File: config.mk
export PLATFORM = sky130hd
export DESIGN_NAME = uart_cmd_rx
export DESIGN_NICKNAME = d
export VERILOG_FILES = /design/src/rtl/uart_cmd_rx.sv
export SDC_FILE = /design/constraint.sdc
export NUM_CORES = 1
export LEC_CHECK = 0
export CORE_AREA = 2 2 61 91
export DETAILED_ROUTE_END_ITERATION = 10
export DIE_AREA = 0 0 63 93
export GPL_TIMING_DRIVEN = 0
export MAX_ROUTING_LAYER = met4
export PLACE_DENSITY = 0.61
export SLEW_MARGIN = 25
export SYNTH_ARGS = -nofsm -noshare
export SYNTH_HDL_FRONTEND = slang
export SYNTH_SLANG_ARGS = --single-unit
File: constraint.sdc
create_clock -name clk -period 5.9 [get_ports clk]
set_input_delay 0.885 -clock clk [delete_from_list [all_inputs] [get_ports clk]]
set_output_delay 0.885 -clock clk [all_outputs]
set_load 0.02 [all_outputs]
File: src/rtl/uart_cmd_rx.sv
// uart_cmd_rx
// 8N1 UART receiver with a small command decoder for an emulator debug port.
// The host sends single bytes. Every byte with a good stop bit is presented on
// data together with a one-cycle data_valid pulse. A few bytes also act as
// commands:
//   0x48 / 0x68 : toggle halted
//   0x52        : pulse reset_req and clear halted
//   0x53        : pulse step_req, only while halted
//
// Parameters
//   CLKS_PER_BIT : clk cycles per UART bit (8..4095)
//   BIT_CNT_W    : width of the bit-timing counter
//
// Ports
//   clk        : rising-edge clock
//   rst_n      : asynchronous active-low reset (deasserted synchronously upstream)
//   rx         : asynchronous serial input, idle high, LSB first
//   data       : last byte received with a good stop bit
//   data_valid : one-cycle pulse when data updates
//   frame_err  : one-cycle pulse when the stop bit samples low
//   halted     : halt state requested by the host (level)
//   reset_req  : one-cycle system reset request
//   step_req   : one-cycle single-step request (only while halted)
module uart_cmd_rx #(
    parameter int CLKS_PER_BIT = 104,
    parameter int BIT_CNT_W    = 12
) (
    input  logic       clk,
    input  logic       rst_n,
    input  logic       rx,
    output logic [7:0] data,
    output logic       data_valid,
    output logic       frame_err,
    output logic       halted,
    output logic       reset_req,
    output logic       step_req
);

    localparam logic [BIT_CNT_W-1:0] HALF_CNT = BIT_CNT_W'(CLKS_PER_BIT / 2 - 1);
    localparam logic [BIT_CNT_W-1:0] FULL_CNT = BIT_CNT_W'(CLKS_PER_BIT - 1);
    localparam logic [BIT_CNT_W-1:0] CNT_ONE  = BIT_CNT_W'(1);

    typedef enum logic [2:0] {
        IDLE,
        START,
        DATA,
        STOP,
        WAIT_IDLE
    } state_t;

    state_t               state_reg, state_next;
    logic [BIT_CNT_W-1:0] cnt_reg, cnt_next;
    logic [2:0]           bit_idx_reg, bit_idx_next;
    logic [7:0]           shift_reg, shift_next;
    logic [7:0]           data_reg, data_next;
    logic                 data_valid_reg, data_valid_next;
    logic                 frame_err_reg, frame_err_next;
    logic                 halted_reg, halted_next;
    logic                 reset_req_reg, reset_req_next;
    logic                 step_req_reg, step_req_next;

    // Two-flop synchronizer; resets to the idle (high) line level so a reset
    // never looks like a start bit.
    logic [1:0] sync_reg;
    logic       rx_s;

    always_ff @(posedge clk or negedge rst_n) begin
        if (!rst_n) begin
            sync_reg <= 2'b11;
        end else begin
            sync_reg <= {sync_reg[0], rx};
        end
    end

    assign rx_s = sync_reg[1];

    always_ff @(posedge clk or negedge rst_n) begin
        if (!rst_n) begin
            state_reg      <= IDLE;
            cnt_reg        <= '0;
            bit_idx_reg    <= '0;
            shift_reg      <= '0;
            data_reg       <= '0;
            data_valid_reg <= 1'b0;
            frame_err_reg  <= 1'b0;
            halted_reg     <= 1'b0;
            reset_req_reg  <= 1'b0;
            step_req_reg   <= 1'b0;
        end else begin
            state_reg      <= state_next;
            cnt_reg        <= cnt_next;
            bit_idx_reg    <= bit_idx_next;
            shift_reg      <= shift_next;
            data_reg       <= data_next;
            data_valid_reg <= data_valid_next;
            frame_err_reg  <= frame_err_next;
            halted_reg     <= halted_next;
            reset_req_reg  <= reset_req_next;
            step_req_reg   <= step_req_next;
        end
    end

    always_comb begin
        state_next      = state_reg;
        cnt_next        = cnt_reg;
        bit_idx_next    = bit_idx_reg;
        shift_next      = shift_reg;
        data_next       = data_reg;
        halted_next     = halted_reg;
        data_valid_next = 1'b0;
        frame_err_next  = 1'b0;
        reset_req_next  = 1'b0;
        step_req_next   = 1'b0;

        case (state_reg)
            IDLE: begin
                if (!rx_s) begin
                    state_next = START;
                    cnt_next   = '0;
                end
            end

            START: begin
                // Sample mid start bit; a line back high by then was a glitch.
                if (cnt_reg == HALF_CNT) begin
                    cnt_next     = '0;
                    bit_idx_next = '0;
                    state_next   = rx_s ? IDLE : DATA;
                end else begin
                    cnt_next = cnt_reg + CNT_ONE;
                end
            end

            DATA: begin
                if (cnt_reg == FULL_CNT) begin
                    cnt_next   = '0;
                    shift_next = {rx_s, shift_reg[7:1]};
                    if (bit_idx_reg == 3'd7) begin
                        state_next = STOP;
                    end else begin
                        bit_idx_next = bit_idx_reg + 3'd1;
                    end
                end else begin
                    cnt_next = cnt_reg + CNT_ONE;
                end
            end

            STOP: begin
                if (cnt_reg == FULL_CNT) begin
                    cnt_next = '0;
                    if (rx_s) begin
                        // Returning straight to IDLE mid stop bit lets the
                        // next start edge be caught with no idle gap.
                        data_next       = shift_reg;
                        data_valid_next = 1'b1;
                        state_next      = IDLE;
                        case (shift_reg)
                            8'h48, 8'h68: halted_next = ~halted_reg;
                            8'h52: begin
                                reset_req_next = 1'b1;
                                halted_next    = 1'b0;
                            end
                            8'h53: step_req_next = halted_reg;
                            default: ;
                        endcase
                    end else begin
                        frame_err_next = 1'b1;
                        state_next     = WAIT_IDLE;
                    end
                end else begin
                    cnt_next = cnt_reg + CNT_ONE;
                end
            end

            WAIT_IDLE: begin
                // Hold off until the line returns high so a break reports once.
                if (rx_s) begin
                    state_next = IDLE;
                end
            end

            default: state_next = IDLE;
        endcase
    end

    assign data       = data_reg;
    assign data_valid = data_valid_reg;
    assign frame_err  = frame_err_reg;
    assign halted     = halted_reg;
    assign reset_req  = reset_req_reg;
    assign step_req   = step_req_reg;

endmodule
Word-level counts from Yosys, hierarchy flattened
Index checks and enable logic that the tools add are counted.
{"block": "word_totals", "ff_bits": 41}
{"block": "classes", "add_sub_neg": 2, "eq_ne": 18, "mux": 32, "n_bitwise": 1, "reduce_logical": 12}
{"operator": "$mux 12", "count": 3}
{"operator": "$pmux 12 s3", "count": 1}
{"operator": "$eq 8x7->1 const B", "count": 4}
{"operator": "$mux 3", "count": 10}
{"operator": "$pmux 3 s5", "count": 1}
{"operator": "$mux 1", "count": 14}
{"operator": "$ne 2x2->1 const B", "count": 7}
{"operator": "$add 12x1->12 const B", "count": 1}
{"operator": "$eq 12x6->1 const B", "count": 1}
{"operator": "$eq 12x7->1 const B", "count": 1}
{"operator": "$reduce_and 4->1", "count": 2}
{"operator": "$eq 3x2->1 const B", "count": 2}
{"operator": "$eq 3x3->1 const B", "count": 2}
{"operator": "$pmux 3 s2", "count": 1}
{"operator": "$reduce_and 6->1", "count": 1}
{"operator": "$reduce_and 2->1", "count": 2}
{"operator": "$reduce_bool 2->1", "count": 2}
{"operator": "$reduce_or 2->1", "count": 2}
{"operator": "$add 3x1->3 const B", "count": 1}
{"operator": "$eq 3x1->1 const B", "count": 1}
{"operator": "$logic_not 3->1", "count": 1}
{"operator": "$reduce_and 3->1", "count": 1}
{"operator": "$reduce_bool 3->1", "count": 1}
{"operator": "$mux 2", "count": 1}
{"operator": "other kinds (2)", "count": 2}

Logic depth before layout (Yosys ltp)
{"block": "logic_depth", "ltp_word": 5, "mapped_depth": 7, "ltp_nobuf": 6}

Worst setup path after synthesis
OpenSTA, ideal clock, no wires.
{"block": "synth_path", "path_kind": "register to register", "start": "register cnt_reg[0]", "end": "register cnt_reg[3]", "arrival_time_ns": 1.832, "setup_slack_ns": 3.992, "path_stages_with_launch": 8, "path_buffers": 1, "period_less_slack_ns": 1.908, "path_cell_list": "dfrtp_1 > ha_1 > and4b_1 > and4_1 > buf_2 > o22a_2 > or3_1 > o21ai_1"}
{"block": "synth_via", "elab_chain_cells": 3}
{"element": "start: declaration", "line": "52", "text": "logic [BIT_CNT_W-1:0] cnt_reg, cnt_next;"}
{"element": "start signal: assignment", "line": "91", "text": "cnt_reg <= cnt_next;"}
{"element": "$add 12x1->12, or another cell as far along", "line": "130, 144, 171"}
{"element": "$mux 12, on equally long branches", "line": "135, 149, 125"}
{"element": "$pmux 12 s3 *", "line": "115", "text": "case (state_reg)"}
Mark *: on every way between the ends. The rest lies on a longest branch, timed or not.
A chain may end at the register's enable or synchronous reset.

Worst setup path after layout
{"block": "layout_path", "start": "register halted_reg, in the netlist halted", "end": "output port halted"}
{"element": "start: declaration", "line": "58", "text": "logic halted_reg, halted_next;"}
{"element": "start signal: assignment", "line": "97", "text": "halted_reg <= halted_next;"}
{"element": "end: declaration", "line": "34", "text": "output logic halted,"}
No word-level cell between the ends.

==> out/qor.txt <==
Outcome -> finished clean
Post-route setup slack -> 3730 ps
Post-layout min period -> 2170 ps
Initial DRC Count -> 53
Share of cells above drive strength 1 -> 16.7%
Clk slew on worst S/H paths -> 80 ps
Most used flip-flop cell after synthesis -> dfrtp_1
DP Wirelength -> 2690 µm
Synth-to-Final Area Change -> 19.1%
Die H -> 93 µm
DR vias -> 1,415
Largest net degree at the start of global routing -> 23
Critical Path End Type -> output pin
Num rows -> 32
Routability cong. -> 0.814
Routed wire per std cell -> 13.6 µm
Worst Skew -> 1.74 ps
Library cells used by synthesis -> 45
Worst path depth -> 1
Post-synth EDFFs -> 0
Period utilization -> 36.8%
Largest register FFs -> 12
Port bufs -> 15
RSZ-0062 raised after global routing -> no
Flop pwr share -> 54.0%
DIE WIDTH -> 63 µm
Top post-synthesis cells by count -> 39 x dfrtp_1, 15 x nor2_1, 11 x nand2_1
Post-Route WL -> 3690 µm
Aggregate global routing overflow -> 0
Vias in the first global route -> 1,405
Rel. slew slack -> 62.4%
Met3 Track Usage GR -> 3.97%
Power Density -> 224 nW/µm²
Crit path cell chain -> clkdlybuf4s50_1
Synth async-reset ratio -> 100%
Worst Hold Depth -> 0
CP max stage cell -> clkdlybuf4s50_1
CTS hold repair buffers -> 0
MaxCap Viol Count -> 0
Post-CTS resize count -> 0
Fin util -> 45.9%
Final setup vio count -> 0
Critical path required time -> 5020 ps
Sw Share -> 19.1%
Antenna violations before repair -> 0
Synth area leaders -> dfrtp_1 50%, mux2_2 5.7%, mux2_1 4.0%, nor2_1 2.9%, dfstp_2 2.7%
Area of the mapped netlist -> 1960 µm²
Yosys warnings -> 0
First-pass GRT wire length -> 6550 µm
Clk pwr share -> 44.2%
Global route hottest layer -> met2
Largest stage delay, worst path -> 620 ps
Boundary pin count -> 16
Die ar. -> 5860 µm²
Total track usage -> 14.6%
Maximum fanout along the worst path -> 4
Clock sink total -> 41
Leakage -> 0.00106 µW
Logic pwr share -> 1.8%
FF-to-FF setup slack -> 3790 ps
Crit path max-delay family -> buffers and inverters
Cell Int Power -> 423 µW
Core area -> 5080 µm²
CTS tree -> done
Synth Register Bits -> 41
Synth Net Count -> 186
DRC -> 0
DR pass1 iterations -> 4
ANT cells -> 0
Max clock buf depth -> 2
Routing usage on met2 -> 24.9%
Fmax -> 0.460 GHz
Post-CTS setup buffer count -> 0
Startpoint types -> register
Post-route ant nets -> 0
Hold Vio Cnt, Final -> 0
Starting Density -> 38.5%
CTS Root Cell -> clkbuf_8
Setup TNS -> 0 ps
Mapped Cells -> 180
Post-synthesis sequential area ratio -> 52.5%
Worst IR drop on VDD -> 0.141 mV
Max Slew Vio Count -> 0
Share of the synthesized area in the top cell type -> 49.8%
Vias per cell -> 5.20
Global routing met1 resource utilization -> 16.4%
Critical path buffers and inverters -> 1
Crit Path Class -> reg2out
Sw Pwr -> 99.7 µW
Worst-case reg-to-reg path depth -> 7
Area leader, netlist -> dfrtp_1
Pre-CTS WS -> 3790 ps
TritonCTS buffer count -> 5
Nets -> 209
Crit path arrival time -> 1290 ps
Worst skew pair latency -> 280 ps
Synth Area per Inst -> 10.9 µm²
Count leader, synth -> dfrtp_1
H-tree depth -> 2
Min-Delay Path Class -> reg2reg
Tightest Pin Transition -> 563 ps
## per-layer routing
metal,up-vias,part of all wire [%]
met1,690,43
li1,696,-
met2,23,53
met5,-,0
met4,0,1.7
met3,6,3.0
## cells by family after synthesis
family                     share of synthesized area [%]
and+or+nand+nor                                     19.1
DFF                                                 52.5
AOI/OAI and AO/OA                                   11.1
muxes                                               10.8
buffers and inverters                               3.26
xor gates and xnor gates                            1.34
adders and majority gates                           1.92
## power groups by stage
stage	sequential (µW)	clock, µW	combinational, µW
2_1_floorplan	288	0	0.813
3_3_place_gp	288	0	8.17
3_5_place_dp	288	0	10.1
4_1_cts	282	240	10.1
5_1_grt	282	253	11.2
6_report	282	231	9.58
## stage by stage
step	instances	hold WS (ps)	total power [µW]	cell area [µm²]
after floorplan	180	345	289	1960
after global placement	263	347	296	2190
after detailed placement	264	347	298	2220
after CTS	272	359	532	2330
after global routing	272	367	546	2330
final	272	357	522	2330
## path summary, 6_finish.rpt
kind	start	endpoint
hold / removal	sync_reg[0]	sync_reg[1]
min in group asynchronous	rst_n	step_req
setup / recovery	halted	halted
max in group asynchronous	rst_n	cnt_reg[9]
hold reg to reg	sync_reg[0]	sync_reg[1]
setup reg to reg	cnt_reg[0]	data[1]
## layout make-up
type	instances	area [µm²]
plain buffers	8	37.5
clock buffers	7	86.3
clock inverters	1	30.0
fillers	491	2750
inverters	7	26.3
multi-input cells	124	867
flip-flops and latches	41	1030
well taps	68	85.1
repair buffers	16	173
## placed cells by master, fill, tap and decap left out, types with 3 or more instances in the layout
cell             netlist  layout
o21ai_1                6       6
clkbuf_8               0       6
nor3_1                 6       6
dfrtp_1               39      39
mux2_2                10      10
or3_1                  3       3
nor2_1                15      15
ha_1                   3       3
inv_1                  7       7
nand3_1                8       8
mux2_1                 7       7
nor3b_1                3       3
a21oi_1               10      10
nand2_1               11      11
o21ai_0                3       3
nand2b_1               3       3
clkdlybuf4s50_1        0      14
buf_2                  6       7
clkbuf_1               2       3
Power figures use the tool's default switching activity.
